### src/rtl/ctrl_pkg.sv
// Shared encodings for the multi-cycle RV32I control path: FSM states,
// opcodes, ALU function codes and datapath mux selects.
package ctrl_pkg;

  typedef enum logic [3:0] {
    S_IDLE,
    S_FETCH,
    S_DECODE,
    S_EXEC_R,
    S_EXEC_I,
    S_LUI,
    S_ALU_WB,
    S_MEM_ADDR,
    S_MEM_READ,
    S_MEM_WB,
    S_MEM_WRITE,
    S_BRANCH,
    S_JAL,
    S_JALR,
    S_LINK,
    S_TRAP
  } state_t;

  typedef enum logic [3:0] {
    ALU_ADD  = 4'd0,
    ALU_SUB  = 4'd1,
    ALU_AND  = 4'd2,
    ALU_OR   = 4'd3,
    ALU_XOR  = 4'd4,
    ALU_SLL  = 4'd5,
    ALU_SRL  = 4'd6,
    ALU_SRA  = 4'd7,
    ALU_SLT  = 4'd8,
    ALU_SLTU = 4'd9
  } alu_fn_t;

  // Which kind of ALU operation the current state needs.
  typedef enum logic [1:0] {
    CLS_ADD,
    CLS_SUB,
    CLS_R,
    CLS_I
  } alu_class_t;

  localparam logic [6:0] OP_R      = 7'b0110011;
  localparam logic [6:0] OP_IMM    = 7'b0010011;
  localparam logic [6:0] OP_LOAD   = 7'b0000011;
  localparam logic [6:0] OP_STORE  = 7'b0100011;
  localparam logic [6:0] OP_BRANCH = 7'b1100011;
  localparam logic [6:0] OP_JAL    = 7'b1101111;
  localparam logic [6:0] OP_JALR   = 7'b1100111;
  localparam logic [6:0] OP_LUI    = 7'b0110111;

  localparam logic [1:0] SRC_A_PC    = 2'b00;
  localparam logic [1:0] SRC_A_OLDPC = 2'b01;
  localparam logic [1:0] SRC_A_RS1   = 2'b10;
  localparam logic [1:0] SRC_A_ZERO  = 2'b11;

  localparam logic [1:0] SRC_B_RS2  = 2'b00;
  localparam logic [1:0] SRC_B_IMM  = 2'b01;
  localparam logic [1:0] SRC_B_FOUR = 2'b10;

  localparam logic PC_SRC_ALU    = 1'b0;
  localparam logic PC_SRC_ALUOUT = 1'b1;

  localparam logic RES_ALUOUT = 1'b0;
  localparam logic RES_MDR    = 1'b1;

endpackage

### src/rtl/alu_op_decode.sv
// Maps the FSM's ALU class plus funct3/funct7_5 onto an ALU function code.
module alu_op_decode
  import ctrl_pkg::*;
(
  input  alu_class_t  alu_class,
  input  logic [2:0]  funct3,
  input  logic        funct7_5,
  output alu_fn_t     alu_op
);

  always_comb begin
    alu_op = ALU_ADD;
    unique case (alu_class)
      CLS_ADD: alu_op = ALU_ADD;
      CLS_SUB: alu_op = ALU_SUB;
      CLS_R: begin
        // funct7_5=1 is only legal for SUB and SRA; every other combo falls back to ADD
        unique case ({funct7_5, funct3})
          4'b0000: alu_op = ALU_ADD;
          4'b1000: alu_op = ALU_SUB;
          4'b0001: alu_op = ALU_SLL;
          4'b0010: alu_op = ALU_SLT;
          4'b0011: alu_op = ALU_SLTU;
          4'b0100: alu_op = ALU_XOR;
          4'b0101: alu_op = ALU_SRL;
          4'b1101: alu_op = ALU_SRA;
          4'b0110: alu_op = ALU_OR;
          4'b0111: alu_op = ALU_AND;
          default: alu_op = ALU_ADD;
        endcase
      end
      CLS_I: begin
        unique case (funct3)
          3'b000: alu_op = ALU_ADD;
          3'b001: alu_op = ALU_SLL;
          3'b010: alu_op = ALU_SLT;
          3'b011: alu_op = ALU_SLTU;
          3'b100: alu_op = ALU_XOR;
          3'b101: alu_op = funct7_5 ? ALU_SRA : ALU_SRL;
          3'b110: alu_op = ALU_OR;
          3'b111: alu_op = ALU_AND;
          default: alu_op = ALU_ADD;
        endcase
      end
      default: alu_op = ALU_ADD;
    endcase
  end

endmodule

### src/rtl/multicycle_ctrl.sv
// Main control FSM of the multi-cycle RV32I core, with a retired-instruction
// counter and a sticky illegal-opcode trap.
module multicycle_ctrl
  import ctrl_pkg::*;
#(
  parameter int unsigned CNT_W = 32
) (
  input  logic             clk,
  input  logic             rst,
  input  logic [6:0]       opcode,
  input  logic [2:0]       funct3,
  input  logic             funct7_5,
  input  logic             alu_cond,
  input  logic             mem_ready,
  output logic             pc_write,
  output logic             pc_src,
  output logic             ir_write,
  output logic             iord,
  output logic             mem_enable,
  output logic             mem_wr,
  output logic             reg_write,
  output logic             result_src,
  output logic [1:0]       alu_src_a,
  output logic [1:0]       alu_src_b,
  output logic [3:0]       alu_op,
  output logic             trap,
  output logic [CNT_W-1:0] retired
);

  state_t     state, state_next;
  logic       retire;
  alu_class_t alu_class;
  alu_fn_t    alu_fn;

  alu_op_decode u_alu_op_decode (
    .alu_class (alu_class),
    .funct3    (funct3),
    .funct7_5  (funct7_5),
    .alu_op    (alu_fn)
  );

  assign alu_op = alu_fn;

  always_ff @(posedge clk) begin
    if (rst) begin
      state   <= S_IDLE;
      retired <= '0;
    end else begin
      state <= state_next;
      if (retire) retired <= retired + CNT_W'(1);
    end
  end

  always_comb begin
    state_next = state;
    retire     = 1'b0;
    alu_class  = CLS_ADD;
    pc_write   = 1'b0;
    pc_src     = PC_SRC_ALU;
    ir_write   = 1'b0;
    iord       = 1'b0;
    mem_enable = 1'b0;
    mem_wr     = 1'b0;
    reg_write  = 1'b0;
    result_src = RES_ALUOUT;
    alu_src_a  = SRC_A_PC;
    alu_src_b  = SRC_B_RS2;
    trap       = 1'b0;

    unique case (state)
      S_IDLE: state_next = S_FETCH;

      S_FETCH: begin
        mem_enable = 1'b1;
        alu_src_a  = SRC_A_PC;
        alu_src_b  = SRC_B_FOUR;
        ir_write   = mem_ready;
        pc_write   = mem_ready;
        if (mem_ready) state_next = S_DECODE;
      end

      S_DECODE: begin
        alu_src_a = SRC_A_OLDPC;
        alu_src_b = SRC_B_IMM;
        unique case (opcode)
          OP_R:               state_next = S_EXEC_R;
          OP_IMM:             state_next = S_EXEC_I;
          OP_LOAD, OP_STORE:  state_next = S_MEM_ADDR;
          OP_BRANCH:          state_next = S_BRANCH;
          OP_JAL:             state_next = S_JAL;
          OP_JALR:            state_next = S_JALR;
          OP_LUI:             state_next = S_LUI;
          default:            state_next = S_TRAP;
        endcase
      end

      S_EXEC_R: begin
        alu_src_a  = SRC_A_RS1;
        alu_src_b  = SRC_B_RS2;
        alu_class  = CLS_R;
        state_next = S_ALU_WB;
      end

      S_EXEC_I: begin
        alu_src_a  = SRC_A_RS1;
        alu_src_b  = SRC_B_IMM;
        alu_class  = CLS_I;
        state_next = S_ALU_WB;
      end

      S_LUI: begin
        alu_src_a  = SRC_A_ZERO;
        alu_src_b  = SRC_B_IMM;
        state_next = S_ALU_WB;
      end

      S_ALU_WB: begin
        reg_write  = 1'b1;
        result_src = RES_ALUOUT;
        retire     = 1'b1;
        state_next = S_FETCH;
      end

      S_MEM_ADDR: begin
        alu_src_a  = SRC_A_RS1;
        alu_src_b  = SRC_B_IMM;
        state_next = (opcode == OP_LOAD) ? S_MEM_READ : S_MEM_WRITE;
      end

      S_MEM_READ: begin
        mem_enable = 1'b1;
        iord       = 1'b1;
        if (mem_ready) state_next = S_MEM_WB;
      end

      S_MEM_WB: begin
        reg_write  = 1'b1;
        result_src = RES_MDR;
        retire     = 1'b1;
        state_next = S_FETCH;
      end

      S_MEM_WRITE: begin
        mem_enable = 1'b1;
        mem_wr     = 1'b1;
        iord       = 1'b1;
        if (mem_ready) begin
          retire     = 1'b1;
          state_next = S_FETCH;
        end
      end

      S_BRANCH: begin
        alu_src_a  = SRC_A_RS1;
        alu_src_b  = SRC_B_RS2;
        alu_class  = CLS_SUB;
        pc_src     = PC_SRC_ALUOUT;
        pc_write   = alu_cond;
        retire     = 1'b1;
        state_next = S_FETCH;
      end

      // PC takes the target computed in DECODE while the ALU forms the link value
      S_JAL: begin
        pc_write   = 1'b1;
        pc_src     = PC_SRC_ALUOUT;
        alu_src_a  = SRC_A_OLDPC;
        alu_src_b  = SRC_B_FOUR;
        state_next = S_ALU_WB;
      end

      S_JALR: begin
        alu_src_a  = SRC_A_RS1;
        alu_src_b  = SRC_B_IMM;
        pc_write   = 1'b1;
        pc_src     = PC_SRC_ALU;
        state_next = S_LINK;
      end

      S_LINK: begin
        alu_src_a  = SRC_A_OLDPC;
        alu_src_b  = SRC_B_FOUR;
        state_next = S_ALU_WB;
      end

      S_TRAP: trap = 1'b1;

      default: state_next = S_IDLE;
    endcase
  end

endmodule

### config.mk
export PLATFORM = sky130hd
export DESIGN_NAME = multicycle_ctrl
export DESIGN_NICKNAME = d
export VERILOG_FILES = /design/src/rtl/ctrl_pkg.sv /design/src/rtl/alu_op_decode.sv /design/src/rtl/multicycle_ctrl.sv
export SDC_FILE = /design/constraint.sdc
export NUM_CORES = 1
export LEC_CHECK = 0
export ABC_AREA = 1
export CAP_MARGIN = 20
export CORE_MARGIN = 4
export CORE_UTILIZATION = 54
export CTS_BUF_LIST = sky130_fd_sc_hd__clkbuf_16
export CTS_CLUSTER_SIZE = 40
export DETAILED_ROUTE_END_ITERATION = 10
export PLACE_DENSITY = 0.93
export SLEW_MARGIN = 10
export SYNTH_ARGS = -nofsm -noshare
export SYNTH_HDL_FRONTEND = slang
export SYNTH_SLANG_ARGS = --single-unit
### constraint.sdc
create_clock -name clk -period 4.23 [get_ports clk]
set_clock_uncertainty 0.15 [all_clocks]
set_input_delay 0.846 -clock clk [delete_from_list [all_inputs] [get_ports clk]]
set_output_delay 0.846 -clock clk [all_outputs]
set_load 0.02 [all_outputs]
======== Word level (Yosys, flattened, before mapping) ========
Memories as Yosys holds them, arrays and structs flattened.
Index checks and enable logic that the tools add are counted.
word-level totals
  bits in registers ....................... 36
  ROM bits ................................ 64
  input port bits ......................... 15
  output and inout port bits .............. 49
  logic and storage cells ................. 81
  memories kept ........................... 1
memory list
  name              depth  bits a word  rd ports  clocked after Yosys merged registers in  wr ports  RTL line             text
  (name not given)  16     4            1         0                                        0         alu_op_decode.sv:18  unique case ({funct7_5, funct3})
operators by class
  add/sub/neg operators ................... 1
  equality and inequality tests ........... 36
  muxes and demuxes ....................... 23
  reduce and logical (&&, ||, !) cells .... 18
operators with widths
  kind                                           count
  one-hot mux 4 bit (8 select lines)             2
  adder 32 x 1 -> 32 bit, second input constant  1
  == test 4 bit, second input constant           8
  one-hot mux 4 bit (7 select lines)             1
  == test 7 x 6 -> 1 bit, second input constant  3
  == test 7 bit, second input constant           3
  == test 4 x 3 -> 1 bit, second input constant  4
  one-hot mux 4 bit (4 select lines)             1
  OR reduction 5 bit                             3
  == test 3 bit, second input constant           4
  2-to-1 mux 4 bit                               3
  one-hot mux 2 bit (3 select lines)             2
  OR reduction 3 bit                             4
  2-to-1 mux 1 bit                               10
  OR reduction 2 bit                             5
  == test 4 x 2 -> 1 bit, second input constant  2
  nonzero test 8 bit                             1
  == test 7 x 2 -> 1 bit, second input constant  1
  == test 7 x 5 -> 1 bit, second input constant  1
  == test 3 x 2 -> 1 bit, second input constant  2
  != test 2 bit, second input constant           3
  == test 2 bit, second input constant           2
  == test 4 x 1 -> 1 bit, second input constant  1
  zero test 4 bit                                1
  other kinds (10)                               10

======== Longest topological paths before layout ========
  word-level depth ........................ 4
  depth in mapped cells ................... 11
  gate-level depth less buffers ........... 11

======== Modules after synthesis ========
A second synthesis with hierarchy kept.
second synthesis, totals
  cell total of the unflattened synthesis .. 486
  area total of the unflattened synthesis .. 2776.4 um2
by module, submodules not included
  module           times used  cells each  area an instance (um2)  seq. area each (um2)
  multicycle_ctrl  1           456         2637.5                  720.7
  alu_op_decode    1           30          138.9                   0.0

======== Worst setup path after synthesis ========
OpenSTA, ideal clock, no wires.
  kind .................................... input -> output
  from .................................... input funct3[2]
  to ...................................... output alu_op[1]
  arrival ................................. 1.805 ns
  required time ........................... 3.234 ns
  path slack .............................. 1.429 ns
  stages .................................. 4
  path buffers ............................ 0
  path through ............................ inv_1 > nor3_1 > o21ai_0 > a221oi_1
on the way
  cells in the longest elaborated chain, start to end .. 3
  elaborated cells on any way between the ends .. 11
  those cells by class .................... 7 x eq/ne; 2 x mux; 1 x reduce/logical; 1 x memory
ends and longest elaborated chain
  what                                                         RTL line               text
  from (decl)                                                  multicycle_ctrl.sv:11  input logic [2:0] funct3,
  branches (longest 2 deep; another with memory (16 x 4 bit))  --
  one-hot mux 4 bit (4 select lines) *                         alu_op_decode.sv:13    unique case (alu_class)
  to (decl)                                                    multicycle_ctrl.sv:25  output logic [3:0] alu_op,
Mark *: on every way between the ends.

======== Final worst setup path ========
Ends and elaborated chain as after synthesis.

==> metrics.md <==
| Metric | Value |
|---|---|
| Die Area | 6183 um2 |
| Sink Count | 36 |
| Req. time, crit path | 3.23 ns |
| Largest stage delay, worst path | 0.67 ns |
| DR vias | 3279 |
| Total power | 1.289 mW |
| # Max-Cap Violations | 0 |
| Total GRT Usage | between 20% and 30% |
| Wire length per cell | 13.37 um |
| Post-synthesis sequential area ratio | between 20% and 30% |
| Aggregate negative setup slack | 0 ns |
| Gr ovfl total | 0 |
| FF+latch count, synth | 36 |
| CTS Buf Count | 5 |
| Max rail drop VDD | 0.0002793 V |
| Wire length of the first global-routing pass | roughly 13000 um |
| Max Root-Sink Buffers | 2 |
| Final GP Congestion | 0.9372 |
| Ant diodes | 0 |
| Worst EP arrival | ~2.8 ns |
| Crit Path Max Fanout | 3 |
| Netlist cell types | 39 |
| Leakage | approximately 1.3 nW |
| Nets | 542 |
| Period Utilization, post-route | 90.37% |
| Post-CTS Resized | 0 |
| Slew margin rel. | a little under two thirds |
| DR vias/cell | approximately 5.5 |
| # setup viols final | 0 |
| IO Port Bufs | 63 |
| Vias in the first global route | between 2000 and 3000 |
| Hold buffer count at CTS | 0 |
| Unrepaired setup endpoints after global routing | no |
| Worst-margin pin slew | between 0.5 and 0.6 ns |
| Initial antenna violation count | 0 |
| H-tree Lvls | 2 |
| Critical path cell sequence | clkdlybuf4s50_1 -> inv_1 -> nor3_1 -> o21ai_0 -> a221oi_1 -> clkdlybuf4s50_1 |
| Post-CTS setup buffer count | 0 |
| Mapped Area | approximately 2700 um2 |
| Die outline width | between 70 and 80 um |
| Clk Latency, worst-skew pair | between 0.2 and 0.3 ns |
| Status | finished, final reports clean |
| Initial Util | about 56% |
| Fmax | 261.6 MHz |
| Final Hold Fails | 0 |
| Core ar. | 4786 um2 |
| DR pass1 iterations | 5 |
| Io pins | between 60 and 70 |
| CP dominant cell by count | clkdlybuf4s50_1 |
| Row count | 25 |
| Final wirelength | between 7000 and 8000 um |
| Critical Path Start | funct3[2] |
| Area Growth Syn to Fin | 29.22% |
| Crit path kind | in2out |
| FF-to-FF Start | state[0] |
| Reg area | just over 700 um2 |
| Hold WC Path Type | reg2reg |
| Most area-hungry cell type in the Yosys netlist | dfxtp_1 |
| CP max stage cell | clkdlybuf4s50_1 |
| Largest net degree at the start of global routing | 31 |
| Syn Nets | 480 |
| Multi-input gate area | 1692 um2 |
| Filler instances | 420 |
| Final setup margin | approximately 0.4 ns |
| Critical hold path startpoint | retired[29] |
| DRT iter0 DRCs | around 380 |
| FF-to-FF setup slack | 2.13 ns |
| DRC viols | 0 |
| Hold slack | approximately 0.35 ns |
| Mapped Cells | approximately 460 |
| YS warnings | 0 |
| Post-DP HPWL | about 6000 um |
| Slew Limit Fails | 0 |
| Remaining antenna violation count after routing | 0 |
| Die height | slightly below 80 um |
| Critical path endpoint category | output port |
| Post-layout util | roughly 73% |
| CTS tree | built |
| Synth area leaders | dfxtp_1 (27%), nand2_1 (23%), nor2_1 (7.9%), inv_1 (7.1%), a21oi_1 (7.1%) |
| Root buffer cell | clkbuf_16 |
| Worst slack at placement | about 0.47 ns |
| Mean Syn Cell Area | around 5.8 um2 |
| Fin crit period | about 3.8 ns |
| Ratio of cells with drive above 1 in the final layout | around 4.7% |
| Power Density | 370.2 nW/um2 |
| Synth top area share | 26.75% |
| Reg clk slew, reported paths | 0.05 ns |
| CP Launch Type | primary input |
==> cells in the mapped netlist <==
library cell	instances
ha_1	1
nor2_1	57
nand3b_1	6
buf_1	1
nand3_1	20
a211oi_1	2
nand4_1	5
inv_2	4
o21ai_1	4
nor2_4	3
nor3_2	2
a31oi_1	1
nor3b_1	1
nor4_1	1
a21oi_1	38
o21bai_1	1
nand3_2	1
and3_1	2
dfxtp_1	36
nand2_1	163
o21ai_0	13
a221oi_1	1
a21boi_0	1
buf_6	4
nor3_1	18
o31ai_1	1
and2_1	1
inv_1	51
a221o_1	1
buf_4	2
clkbuf_1	2
or2_1	1
nand2_4	3
clkinv_1	1
xor2_1	6
nand2_2	1
a21boi_1	1
nor2_2	5
o211ai_1	2
==> layout make-up <==
type                            count  area share, %
Tap cell                           67          2.408
Timing Repair Buffer               64          18.33
Clock buffer                        5          3.595
Sequential cell                    36          20.70
Multi-Input combinational cell    363          48.60
Inverter                           56          6.039
Clock inverter                      3         0.3235
==> registers in the layout, indices dropped and copies added (netlist names) <==
register  flops
state         4
retired      32
==> routing by layer <==
| metal | GRT usage (%) | part of all wire [%] |
|---|---|---|
| met1 | 30.62 | 40 |
| met2 | 46.60 | 50 |
| met3 | 4.931 | 8.2 |
| met4 | 8.042 | 1.9 |
| met5 | 0 | 0 |
==> placed cells by master (no fill, tap or decap), types with 3 or more instances in the layout <==
cell and count:
nand2_1 163, clkdlybuf4s50_1 63, nor2_1 57, inv_1 53, a21oi_1 38, dfxtp_1 36, nand3_1 20, nor3_1 18
o21ai_0 13, nand3b_1 6, xor2_1 6, nand4_1 5, nor2_2 5, clkbuf_16 5, inv_2 4, o21ai_1 4
nand2_4 3, nor2_4 3
==> power breakdown <==
part           leakage, nW  internal [mW]  switching, mW
clock network       0.0738          0.211          0.129
registers            0.291          0.362         0.0405
logic                0.983          0.201          0.344
total                 1.35          0.775          0.514
==> path summary, 6_finish.rpt <==
path	cells after the start	end
min reg2reg	2	retired[29]
min	2	retired[29]
max reg2reg	8	retired[4]
max	6	alu_op[1]
==> through the flow <==
| stage | cell area (um2) | cells |
|---|---|---|
| 2_1_floorplan | 2694 | 464 |
| 3_3_place_gp | 3344 | 586 |
| 3_5_place_dp | 3344 | 586 |
| 4_1_cts | 3481 | 594 |
| 5_1_grt | 3481 | 594 |
| 6_report | 3481 | 594 |
==> critical path, delay by kind of cell <==
| family | cells | cell delay (ns) |
|---|---|---|
| and+or+nand+nor | 1 | 0.24 |
| buffers and inverters | 3 | 1.26 |
| AOI/OAI and AO/OA | 2 | 0.48 |
==> cells by family after synthesis <==
logic type	count (synthesis)	synth area share, %
compound gates	66	13.38
xor+xnor	6	1.951
fa+ha+maj	1	0.4644
buf+inv	65	10.45
flops	36	26.75
simple gates	290	47.01
(Power assumes the default switching activity.)
